==> config.mk <==
export PLATFORM = sky130hd
export DESIGN_NAME = rotary_quad_decoder
export DESIGN_NICKNAME = d
export VERILOG_FILES = /design/src/rtl/rotary_quad_decoder_pkg.sv /design/src/rtl/rotary_quad_decoder_debounce_filter.sv /design/src/rtl/rotary_quad_decoder.sv
export SDC_FILE = /design/constraint.sdc
export NUM_CORES = 1
export LEC_CHECK = 0
export ABC_AREA = 1
export BUFFER_PORTS_ARGS = -buffer_cell sky130_fd_sc_hd__clkbuf_2
export CAP_MARGIN = 20
export CORE_ASPECT_RATIO = 1.2
export CORE_MARGIN = 2
export CORE_UTILIZATION = 35
export CTS_CLUSTER_SIZE = 24
export DETAILED_ROUTE_END_ITERATION = 8
export GPL_ROUTABILITY_DRIVEN = 0
export GPL_TIMING_DRIVEN = 0
export HOLD_SLACK_MARGIN = 0.03
export PLACE_DENSITY = 0.6
export SYNTH_ARGS = -nofsm -noshare
export SYNTH_HDL_FRONTEND = slang
export SYNTH_HIERARCHICAL = 1
export SYNTH_SLANG_ARGS = --single-unit
export TNS_END_PERCENT = 5
==> constraint.sdc <==
create_clock -name clk -period 4.5 [get_ports clk]
set_input_delay 0.675 -clock clk [delete_from_list [all_inputs] [get_ports clk]]
set_output_delay 0.675 -clock clk [all_outputs]
set_load 0.005 [all_outputs]
==> src/rtl/rotary_quad_decoder_pkg.sv <==
// Shared types and constants for the rotary encoder front end.
package rotary_quad_decoder_pkg;

    // Quadrature tracking states; every 3-bit code is assigned.
    typedef enum logic [2:0] {
        ST_RESYNC = 3'd0,
        ST_DETENT = 3'd1,
        ST_CW1    = 3'd2,
        ST_CW2    = 3'd3,
        ST_CW3    = 3'd4,
        ST_CCW1   = 3'd5,
        ST_CCW2   = 3'd6,
        ST_CCW3   = 3'd7
    } rqd_state_t;

    // Filtered {A,B} codes; clockwise order is 00 -> 01 -> 11 -> 10 -> 00.
    localparam logic [1:0] AB_00 = 2'b00;
    localparam logic [1:0] AB_01 = 2'b01;
    localparam logic [1:0] AB_11 = 2'b11;
    localparam logic [1:0] AB_10 = 2'b10;

endpackage

==> src/rtl/rotary_quad_decoder_debounce_filter.sv <==
// Synchroniser plus stability counter for one raw asynchronous input.
// The filtered output only follows the synchronised input after it has
// differed from the current filtered value for DEBOUNCE_CYCLES consecutive
// clocks; any shorter excursion resets the count.
module rotary_quad_decoder_debounce_filter #(
    parameter int SYNC_STAGES     = 2,
    parameter int DEBOUNCE_CYCLES = 50000
) (
    input  logic clk,
    input  logic reset,
    input  logic din,
    output logic dout
);

    localparam int              CNT_W    = $clog2(DEBOUNCE_CYCLES + 1);
    localparam logic [CNT_W-1:0] CNT_LAST = CNT_W'(DEBOUNCE_CYCLES - 1);

    logic [SYNC_STAGES-1:0] r_sync;
    logic [CNT_W-1:0]       r_cnt;
    logic                   r_filt;
    logic                   w_synced;

    assign w_synced = r_sync[SYNC_STAGES-1];
    assign dout     = r_filt;

    // Shift the raw input through the synchroniser chain.
    always_ff @(posedge clk or posedge reset) begin
        if (reset) begin
            r_sync <= '0;
        end else begin
            r_sync <= {r_sync[SYNC_STAGES-2:0], din};
        end
    end

    // Count consecutive mismatching clocks; load the new level when the count completes.
    always_ff @(posedge clk or posedge reset) begin
        if (reset) begin
            r_cnt  <= '0;
            r_filt <= 1'b0;
        end else if (w_synced == r_filt) begin
            r_cnt <= '0;
        end else if (r_cnt == CNT_LAST) begin
            r_filt <= w_synced;
            r_cnt  <= '0;
        end else begin
            r_cnt <= r_cnt + 1'b1;
        end
    end

endmodule

==> src/rtl/rotary_quad_decoder.sv <==
// Rotary encoder front end: filters A, B and PRESS, tracks the quadrature
// sequence and emits one-clock inc/dec/press/seq_err pulses.
//
// state   | meaning
// RESYNC  | position unknown, waiting for AB=00
// DETENT  | resting at a detent (AB=00)
// CW1     | clockwise, AB=01 seen
// CW2     | clockwise, AB=11 seen
// CW3     | clockwise, AB=10 seen; 00 completes a detent (inc)
// CCW1    | counter-clockwise, AB=10 seen
// CCW2    | counter-clockwise, AB=11 seen
// CCW3    | counter-clockwise, AB=01 seen; 00 completes a detent (dec)
module rotary_quad_decoder
    import rotary_quad_decoder_pkg::*;
#(
    parameter int SYNC_STAGES     = 2,
    parameter int DEBOUNCE_CYCLES = 50000
) (
    input  logic clk,
    input  logic reset,
    input  logic rot_a,
    input  logic rot_b,
    input  logic rot_press,
    output logic inc,
    output logic dec,
    output logic press,
    output logic seq_err
);

    logic       w_filt_a;
    logic       w_filt_b;
    logic       w_filt_press;
    logic [1:0] w_ab;

    rqd_state_t r_state;
    logic       r_inc;
    logic       r_dec;
    logic       r_seq_err;
    logic       r_press_prev;
    logic       r_press;

    rotary_quad_decoder_debounce_filter #(
        .SYNC_STAGES    (SYNC_STAGES),
        .DEBOUNCE_CYCLES(DEBOUNCE_CYCLES)
    ) u_deb_a (
        .clk  (clk),
        .reset(reset),
        .din  (rot_a),
        .dout (w_filt_a)
    );

    rotary_quad_decoder_debounce_filter #(
        .SYNC_STAGES    (SYNC_STAGES),
        .DEBOUNCE_CYCLES(DEBOUNCE_CYCLES)
    ) u_deb_b (
        .clk  (clk),
        .reset(reset),
        .din  (rot_b),
        .dout (w_filt_b)
    );

    rotary_quad_decoder_debounce_filter #(
        .SYNC_STAGES    (SYNC_STAGES),
        .DEBOUNCE_CYCLES(DEBOUNCE_CYCLES)
    ) u_deb_press (
        .clk  (clk),
        .reset(reset),
        .din  (rot_press),
        .dout (w_filt_press)
    );

    assign w_ab    = {w_filt_a, w_filt_b};
    assign inc     = r_inc;
    assign dec     = r_dec;
    assign press   = r_press;
    assign seq_err = r_seq_err;

    // Quadrature state machine with registered detent and error pulses.
    always_ff @(posedge clk or posedge reset) begin
        if (reset) begin
            r_state   <= ST_RESYNC;
            r_inc     <= 1'b0;
            r_dec     <= 1'b0;
            r_seq_err <= 1'b0;
        end else begin
            r_inc     <= 1'b0;
            r_dec     <= 1'b0;
            r_seq_err <= 1'b0;
            case (r_state)
                ST_RESYNC: begin
                    if (w_ab == AB_00) r_state <= ST_DETENT;
                end
                ST_DETENT: begin
                    case (w_ab)
                        AB_01:   r_state <= ST_CW1;
                        AB_10:   r_state <= ST_CCW1;
                        AB_11:   begin r_state <= ST_RESYNC; r_seq_err <= 1'b1; end
                        default: ;
                    endcase
                end
                ST_CW1: begin
                    case (w_ab)
                        AB_11:   r_state <= ST_CW2;
                        AB_00:   r_state <= ST_DETENT;
                        AB_10:   begin r_state <= ST_RESYNC; r_seq_err <= 1'b1; end
                        default: ;
                    endcase
                end
                ST_CW2: begin
                    case (w_ab)
                        AB_10:   r_state <= ST_CW3;
                        AB_01:   r_state <= ST_CW1;
                        AB_00:   begin r_state <= ST_RESYNC; r_seq_err <= 1'b1; end
                        default: ;
                    endcase
                end
                ST_CW3: begin
                    case (w_ab)
                        AB_00:   begin r_state <= ST_DETENT; r_inc <= 1'b1; end
                        AB_11:   r_state <= ST_CW2;
                        AB_01:   begin r_state <= ST_RESYNC; r_seq_err <= 1'b1; end
                        default: ;
                    endcase
                end
                ST_CCW1: begin
                    case (w_ab)
                        AB_11:   r_state <= ST_CCW2;
                        AB_00:   r_state <= ST_DETENT;
                        AB_01:   begin r_state <= ST_RESYNC; r_seq_err <= 1'b1; end
                        default: ;
                    endcase
                end
                ST_CCW2: begin
                    case (w_ab)
                        AB_01:   r_state <= ST_CCW3;
                        AB_10:   r_state <= ST_CCW1;
                        AB_00:   begin r_state <= ST_RESYNC; r_seq_err <= 1'b1; end
                        default: ;
                    endcase
                end
                ST_CCW3: begin
                    case (w_ab)
                        AB_00:   begin r_state <= ST_DETENT; r_dec <= 1'b1; end
                        AB_11:   r_state <= ST_CCW2;
                        AB_10:   begin r_state <= ST_RESYNC; r_seq_err <= 1'b1; end
                        default: ;
                    endcase
                end
                default: r_state <= ST_RESYNC;
            endcase
        end
    end

    // Pulse once on the filtered rising edge of the push-button.
    always_ff @(posedge clk or posedge reset) begin
        if (reset) begin
            r_press_prev <= 1'b0;
            r_press      <= 1'b0;
        end else begin
            r_press_prev <= w_filt_press;
            r_press      <= w_filt_press & ~r_press_prev;
        end
    end

endmodule

Word-level counts from Yosys, hierarchy flattened:

Index checks and enable logic that the tools add are counted.

* flip-flop bits (word level): 65
* bits of input ports: 5
* output and inout port bits: 4
* word-level logic and storage cells: 78

* $add $sub $neg: 3
* equality and inequality tests: 24
* muxes and demuxes: 22
* bitwise logic cells: 5
* reduce and logical (&&, ||, !) cells: 9

Operators by type and width (number)
* 16-bit two-way mux: 6
* 3-bit case mux with 3 select lines: 7
* 16-bit by 1-bit adder with 16-bit output, second input constant: 3
* 16-bit == test, second input constant: 3
* 3-bit case mux with 8 select lines: 1
* 4-bit inequality test, second input constant: 5
* 3-bit == test, second input constant: 4
* 4-bit by 3-bit inequality test with 1-bit output, second input constant: 2
* 8-bit AND reduction: 1
* 3-bit by 2-bit == test with 1-bit output, second input constant: 2
* 1-bit two-way mux: 6
* 2-bit AND reduction: 3
* 2-bit OR reduction: 3
* 2-bit == test, second input constant: 2
* 1-bit inverter: 4
* 1-bit case mux with 4 select lines: 1
* 1-bit == test: 3
* 3-bit by 1-bit == test with 1-bit output, second input constant: 1
* 3-bit logical NOT: 1
* 3-bit two-way mux: 1
* 2-bit by 1-bit == test with 1-bit output, second input constant: 1
* 2-bit logical NOT: 1
* 2-bit inequality test, second input constant: 1
* 1-bit AND: 1

Depth between registers and ports, before layout:

Gate-level depths: netlist of the first run.

* word-level depth: 3
* depth in mapped cells: 9
* depth with buffers taken out: 9

By module:

The synthesis of the first run kept the hierarchy.

Modules (own cells, without submodules)
* rotary_quad_decoder_debounce_filter: instances 3, cells an instance 124, area an instance 1017.2 um2, seq. area each 475.5 um2
* rotary_quad_decoder: instances 1, cells an instance 105, area an instance 681.9 um2, seq. area each 200.2 um2

Worst setup path after synthesis of the first run:

Ideal clock, no wire load.

* kind: register to register
* start: reg u_deb_b.r_filt, in the netlist u_deb_b/dout
* end: reg r_state[1]
* library setup time: 0.117 ns
* arrival time: 1.325 ns
* required time: 4.383 ns
* path slack: 3.058 ns
* cell stages (with the launch flop): 9
* path buffers: 0
* clock period less this slack: 1.442 ns
* cells stage by stage: dfrtp_1 -> inv_1 -> ha_1 -> nor2_1 -> nand4_1 -> nand2_1 -> nor2_2 -> nand3_1 -> nand2_1

* word-level cells in the longest chain between the ends: 3
* elaborated cells on any way between the ends: 21
* classes of those cells: 11 x eq/ne; 8 x mux; 2 x reduce/logical

RTL lines
* from (decl): RTL line rotary_quad_decoder_debounce_filter.sv:20 `logic r_filt;`
* from (signal assigned): RTL line rotary_quad_decoder_debounce_filter.sv:43 `r_filt <= w_synced;`
* 2-bit == test (tied with other cells)
* 3-bit case mux with 3 select lines (tied with other cells): RTL line rotary_quad_decoder.sv:142 `case (w_ab)`
* 3-bit case mux with 8 select lines / 8-bit AND reduction (equally long branches)
* to (signal assigned): RTL line rotary_quad_decoder.sv:95 `AB_01: r_state <= ST_CW1;`
* to (signal assigned): RTL line rotary_quad_decoder.sv:103 `AB_11: r_state <= ST_CW2;`
* to (signal assigned): RTL line rotary_quad_decoder.sv:111 `AB_10: r_state <= ST_CW3;`
* to (decl): RTL line rotary_quad_decoder.sv:35 `rqd_state_t r_state;`

Parallel ways exist; a longest one is shown, timed or not. The select of a mux whose other input is x is not followed.
A chain may end at the register's enable or synchronous reset.

Worst setup path after layout of the first run:

* start: reg u_deb_b.r_filt, in the netlist u_deb_b/dout
* end: reg r_state[0]

* word-level cells in the longest chain between the ends: 3
* elaborated cells on any way between the ends: 20
* classes of those cells: 11 x eq/ne; 7 x mux; 2 x reduce/logical

RTL lines (RTL line)
* 2-bit == test (tied with other cells)
* 3-bit case mux with 3 select lines (tied with other cells): rotary_quad_decoder.sv:142
* 3-bit case mux with 8 select lines / 8-bit AND reduction (equally long branches)

Parallel ways exist; a longest one is shown, timed or not. The select of a mux whose other input is x is not followed.

==> impl_metrics.yaml, run 1 <==
worst_setup_path:
  crit_path_end_kind: "flip-flop"
  reg2reg_depth: 8
  regToRegSetupSlack_ns: 2.76
  rr_startpoint: "u_deb_b/dout"
  crit_path_frequent_cell: "nand2_1"
  path_class: "reg -> reg"
  arrival_ns: 1.96
  cpPeakStageDelay_ns: 0.45
  worst_ep_required_time_ns: 4.72
  crit_chain: "inv_1, ha_1, nor2_1, nand4_1, nand2_1, nor2_2, nand3_1, nand2_1"
  critPathSlowestCell: "dfrtp_1"
  reg2reg_to: "r_state[0]"
  cp_max_fo: 6
  cp-start-kind: "flip-flop"
sta:
  finalMaxSlewViolations: 0
  fin_worst_skew_ns: 0.004387
  fin_ws_ns: 2.759
  fin_crit_ns: 1.741
  max_freq_mhz: 574.4
  setup_violations: 0
  finalHoldViolations: 0
  rsz0062_at_grt: "no"
  setup_tns_ns: 0
  tightestPinTransition_ns: 0.7283
  max_slew_margin: 0.5139
  fin_crit_sh: 0.3869
clock_network:
  clk_pin_slew_worst_paths_ns: 0.05
  h-tree-depth: 3
  post_cts_buffers: 0
  cts_resized: 0
  cts.sinks: 65
  clock_tree.buffer_depth: 2
  worstSkewPairLatency_ns: 0.33
  cts_root_buffer: "clkbuf_16"
  hold_buffers: 0
  cts_buffers: 9
  cts_tree: "done"
layout:
  layout-drive-gt1-share: 0.1517
  fin_nets: 509
  fin_util: 0.4067
  antenna_cells: 0
  area_growth_pct: 14.01
global_routing:
  grt_util_met1: 0.1785
  grt_usage: 0.1447
  antenna_found_initial: 0
  met3_usage: 0.03325
  grt_pass1_vias: 3038
  top_usage_layer: "met2"
  grt-ovfl-total: 0
  grt_max_degree: 20
  use_met2: 0.2354
  grt_pass1_wl_um: 13330
placed_design:
  port_buffers: 8
  dp_slack_ns: 2.792
  dpl.hpwl_um: 5402
synthesis:
  syn_area_um2: 3734
  yosysSeqAreaShare: 0.4357
  netlist_instances: 477
  ys_types: 27
  syn_nets: 490
  avgSynthCellArea_um2: 7.827
  synth.ff_latch_count: 65
  yosys_warnings: 6
floorplan:
  die_h_um: 117.1
  core-area_um2: 10470
  rows: 41
  start_util: 0.3568
  die_w_um: 98.29
  die_area_um2: 11510
  io_pins: 9
power:
  leakagePower_nw: 2.109
  ir_worst_vdd_uv: 142.7
  p_per_area_nw_per_um2: 327.4
detailed_routing:
  drt_iter0_drc: 150
  ant_nets: 0
  drtPass1Iterations: 4
  vias_per_cell: 4.762
  drt-total-wl_um: 7339
  drc: 0
  via_count: 3000
  wire_per_inst_um: 11.65
run:
  max_cap_viol_count: 0
worst_hold_path:
  hp-class: "in -> async"
status:
  status: "completed"
==> flip-flops by register name, summed over array words and instances, names as in the netlist <==
signal	count
press	1
u_deb_a/r_sync	2
r_press_prev	1
u_deb_b/r_cnt	16
u_deb_a/dout	1
u_deb_a/r_cnt	16
inc	1
u_deb_b/r_sync	2
seq_err	1
dec	1
r_state	3
u_deb_press/dout	1
u_deb_press/r_cnt	16
u_deb_b/dout	1
u_deb_press/r_sync	2
==> worst max path at each step <==
stage                     slack (ns)          to  cells after the start         start
final                           2.76  r_state[0]                      8  u_deb_b/dout
after global routing            2.60  r_state[2]                      8  u_deb_b/dout
after CTS                       2.77  r_state[2]                      8  u_deb_b/dout
after detailed placement        2.79  r_state[2]                      8  u_deb_b/dout
after global placement          2.84  r_state[2]                      8  u_deb_b/dout
after floorplan                 3.06  r_state[1]                      8  u_deb_b/dout
==> cell usage in the layout (no fill, tap or decap), types with 2 or more instances in the layout <==
master,instances
nand3_2,3
nand2_2,10
clkbuf_16,9
nor2_1,106
xnor2_1,9
dfrtp_1,65
nand4_1,11
nor3_2,3
o21ai_0,5
clkbuf_2,8
inv_2,3
bufinv_16,2
ha_1,8
nor3_4,3
nand3_1,47
clkinv_2,2
xor2_1,12
nand2_1,93
xor2_2,3
a31oi_1,6
nor2_2,18
nand2_4,3
inv_1,52
nor3b_2,3
o21bai_1,3
a21oi_1,6
==> where the power goes <==
part	switching [W]	leakage, nW	internal [W]
clock	0.000252	0.159	0.000499
sequential	0.00000791	0.882	0.000594
combinational	0.0000295	1.07	0.0000114
total	0.000289	2.11	0.00110
==> final cells by class <==
| cell class | instances | area, µm² |
|---|---|---|
| clock inverters | 5 | 78.83 |
| inverters | 55 | 206.4 |
| plain buffers | 2 | 18.77 |
| fillers | 1095 | 6208 |
| multi-input cells | 355 | 1882 |
| clock buffers | 11 | 242.7 |
| well taps | 129 | 161.4 |
| flip-flops and latches | 65 | 1627 |
| repair buffers | 8 | 40.04 |
==> cell families (layout without fill, tap and decap cells) <==
kind of cell    count (synthesis)  count (layout)  synth area share
xor+xnor                       24              24           0.06233
compound gates                 21              21           0.03318
buf+inv                        57              81           0.06032
simple gates                  302             302            0.3817
flops                          65              65            0.4357
fa+ha+maj                       8               8           0.02681
==> metal layers <==
metal,routed length (µm),share of wire,up-vias
met5,0,0,-
met4,193,0.026,0
met3,223,0.030,14
met2,3466,0.47,62
met1,3456,0.47,1372
li1,-,-,1552
==> cell usage after synthesis <==
| master | instances | share of area |
|---|---|---|
| a21oi_1 | 6 | 0.0080 |
| nand2_4 | 3 | 0.0090 |
| xor2_1 | 12 | 0.028 |
| o2111ai_1 | 1 | 0.0023 |
| nand2_2 | 10 | 0.017 |
| nand3_2 | 3 | 0.0080 |
| nor2_2 | 18 | 0.030 |
| buf_6 | 1 | 0.0030 |
| xnor2_1 | 9 | 0.021 |
| nand4_1 | 11 | 0.018 |
| xor2_2 | 3 | 0.013 |
| nand2_1 | 93 | 0.093 |
| buf_4 | 1 | 0.0020 |
| inv_1 | 52 | 0.052 |
| inv_2 | 3 | 0.0030 |
| nor2_4 | 1 | 0.0030 |
| nor3b_2 | 3 | 0.010 |
| o21ai_0 | 5 | 0.0067 |
| nor3_2 | 3 | 0.0080 |
| a31oi_1 | 6 | 0.010 |
| o21bai_1 | 3 | 0.0060 |
| ha_1 | 8 | 0.027 |
| dfrtp_1 | 65 | 0.44 |
| nand3_1 | 47 | 0.063 |
| and2_2 | 1 | 0.0020 |
| nor3_4 | 3 | 0.013 |
| nor2_1 | 106 | 0.11 |
==> critical path, delay by kind of cell (launching register included) <==
family,cells,cell delay [ns]
simple gates,6,0.77
fa+ha+maj,1,0.28
flops,1,0.45
buf+inv,1,0.12
==> through the flow <==
step / instances / hold slack [ns] / power [W] / cell area, µm²
after global placement: 614 / 0.3344 / 0.0006537 / 3935
after detailed placement: 614 / 0.3347 / 0.0006549 / 3935
after CTS: 630 / 0.3335 / 0.001419 / 4257
final: 630 / 0.3342 / 0.001394 / 4257
after global routing: 630 / 0.3609 / 0.001447 / 4257
after floorplan: 477 / 0.3312 / 0.0006420 / 3734
No activity file was read; power rests on OpenSTA's default activity.
==> inputs of run 2 (changes only) <==
Settings changed: ABC_AREA 1 to 0.
Clock period 4.5 ns to 1.82 ns, I/O delays scaled along.
==> impl_metrics.yaml, run 2 <==
synthesis:
  ys_top_cells_by_area: "dfrtp_1 45%, xnor2_1 6.5%, nor2_1 5.0%, xor2_1 4.3%, nor4_2 3.4%"
  synth_edf_count: 0
  async_flop_share: 1.000
  syn_area_um2: 3631
  netlist_instances: 329
  yosysSeqAreaShare: 0.4480
  synthFlopType: "dfrtp_1"
  synth.ff_latch_count: 65
  synth.most_common_cell: "dfrtp_1"
  synth_top_cell_by_area: "dfrtp_1"
  yosys_warnings: 6
  avgSynthCellArea_um2: 11.04
  synth_top_area_frac: 0.4480
  ys_types: 51
  yosys-top-cells-count: "65 x dfrtp_1, 48 x nor2_1, 27 x xnor2_1"
  syn_nets: 342
detailed_routing:
  drt-total-wl_um: 6470
  drc: 0
  via_count: 2425
  drt_iter0_drc: 77
  vias_per_cell: 5.052
  ant_nets: 0
  wire_per_inst_um: 13.48
  drtPass1Iterations: 4
global_routing:
  grt_pass1_vias: 2517
  grt_max_degree: 20
  grt_pass1_wl_um: 11860
  grt-ovfl-total: 0
  grt_usage: 0.1314
  antenna_found_initial: 0
worst_hold_path:
  min_path_cells: 1
  worstHoldStart: "rot_a"
  hold_end: "u_deb_a/r_sync[0]"
  hp-class: "in -> reg"
sta:
  rsz0062_at_grt: "no"
  max_slew_margin: 0.5134
  fin_crit_ns: 1.682
  max_freq_mhz: 594.5
  tightestPinTransition_ns: 0.7291
  finalHoldViolations: 0
  fin_ws_ns: 0.1379
  setup_tns_ns: 0
  setup_violations: 0
  fin_crit_sh: 0.9242
  finalMaxSlewViolations: 0
  fin_worst_skew_ns: 0.005236
worst_setup_path:
  cp-startpoint: "u_deb_b/dout"
  rr_startpoint: "u_deb_b/dout"
  worst_ep_required_time_ns: 2.03
  cp_max_fo: 8
  path_class: "reg -> reg"
  reg2reg_to: "r_state[2]"
  crit_path_end_kind: "flip-flop"
  reg2reg_depth: 7
  cp-start-kind: "flip-flop"
  regToRegSetupSlack_ns: 0.14
  arrival_ns: 1.89
layout:
  layout-drive-gt1-share: 0.2712
  final_cell_area_um2: 4168
  final_cell_mix: "64 x dfrtp_1, 48 x nor2_1, 27 x xnor2_1"
  area_growth_pct: 14.78
  fillers: 934
  top_regs: "u_deb_a/r_cnt (16), u_deb_b/r_cnt (16), u_deb_press/r_cnt (16)"
  antenna_cells: 0
  instances_no_fill: 480
  layout_commonest_cell: "dfrtp_1"
  fin_nets: 362
placed_design:
  port_buffers: 8
  dpl.hpwl_um: 4397
  dp_slack_ns: 0.03680
  placed_cells: 463
  dpl_cell_area_um2: 3829
power:
  leakagePower_nw: 1.742
  ir_worst_vdd_uv: 382.9
  p_per_area_nw_per_um2: 801.1
  total_power_w: 0.003339
status:
  status: "completed"
clock_network:
  cts.sinks: 65
  worstSkewPairLatency_ns: 0.32
  h-tree-depth: 3
  clock_tree.buffer_depth: 2
  cts_root_buffer: "clkbuf_16"
  cts_tree: "done"
  clk_pin_slew_worst_paths_ns: 0.05
  post_cts_buffers: 0
  cts_buffers: 9
floorplan:
  core-area_um2: 10060
  die_w_um: 96.98
  start_util: 0.3609
  io_pins: 9
  rows: 40
  die_h_um: 115.6
  die_area_um2: 11210
run:
  max_cap_viol_count: 0
[run 2: changes by cell type in the layout (fill, tap and decap cells not counted), moves of 6 or more]
cell,delta
a21oi_1,-6
buf_4,+9
nor3_1,+6
inv_1,-42
nor4_2,+10
nand2_1,-87
xor2_1,+6
nand3_1,-31
xnor2_1,+18
nor2_2,-12
nand2_2,-6
and3_1,+6
nor2_1,-58
[run 2: layout make-up]
cell class | instances | area, µm² | share of cell area
plain buffers | 16 | 142.6 | 0.03422
clock buffers | 14 | 274.0 | 0.06575
clock inverters | 2 | 35.03 | 0.008406
inverters | 12 | 45.04 | 0.01081
multi-input cells | 236 | 1836 | 0.4404
flip-flops and latches | 65 | 1628 | 0.3906
well taps | 126 | 157.7 | 0.03783
repair buffers | 9 | 50.05 | 0.01201
[run 2: logic make-up after synthesis]
logic type | Yosys count | share of synthesized area
compound gates | 15 | 0.03688
xor+xnor | 45 | 0.1085
fa+ha+maj | 8 | 0.02757
buf+inv | 28 | 0.05099
flops | 65 | 0.4480
mux | 9 | 0.02791
simple gates | 159 | 0.3001
[run 2: report_power, final]
group | switching [W] | internal [W]
clock network | 0.000579 | 0.00117
logic | 0.0000619 | 0.0000289
registers | 0.0000291 | 0.00147
total | 0.000670 | 0.00267
[run 2: worst max-delay path: stages, from the launching register on]
cell and delay, ns:
dfrtp_2 0.42, inv_2 0.06, ha_1 0.17, buf_4 0.16
nor4b_2 0.27, a31oi_2 0.15, a31o_1 0.24, o21a_1 0.10
[run 2: per-stage QoR]
stage,util,hold slack [ns]
finish,0.4143,0.05767
global route,0.4143,0.04233
CTS,0.4123,0.04400
detailed placement,0.3806,0.2862
global placement,0.3806,0.2870
floorplan,-,0.08866
[run 2: worst max path at each step]
stage / endpoint / slack, ns
finish: r_state[2] / 0.14
global placement: r_state[1] / 0.05
floorplan: r_state[2] / 0.21
global route: u_deb_b/r_cnt[9] / 0.009
CTS: r_state[1] / 0.001
detailed placement: r_state[1] / 0.04
[run 2: what timing repair did]
item                                    4_1_cts  5_1_grt
hold endpoints to repair                      8        0
hold buffers                                  1        0
endpoints found under the setup margin        0        3
resized for setup                             0        8
[run 2: metal layers]
| layer | track usage | vias to the layer above | wire length, µm |
|---|---|---|---|
| met3 | 0.03679 | 6 | 157 |
| met4 | 0.06197 | 0 | 114 |
| li1 | - | 1204 | - |
| met1 | 0.1647 | 1193 | 3070 |
| met5 | 0 | - | 0 |
| met2 | 0.2120 | 22 | 3127 |
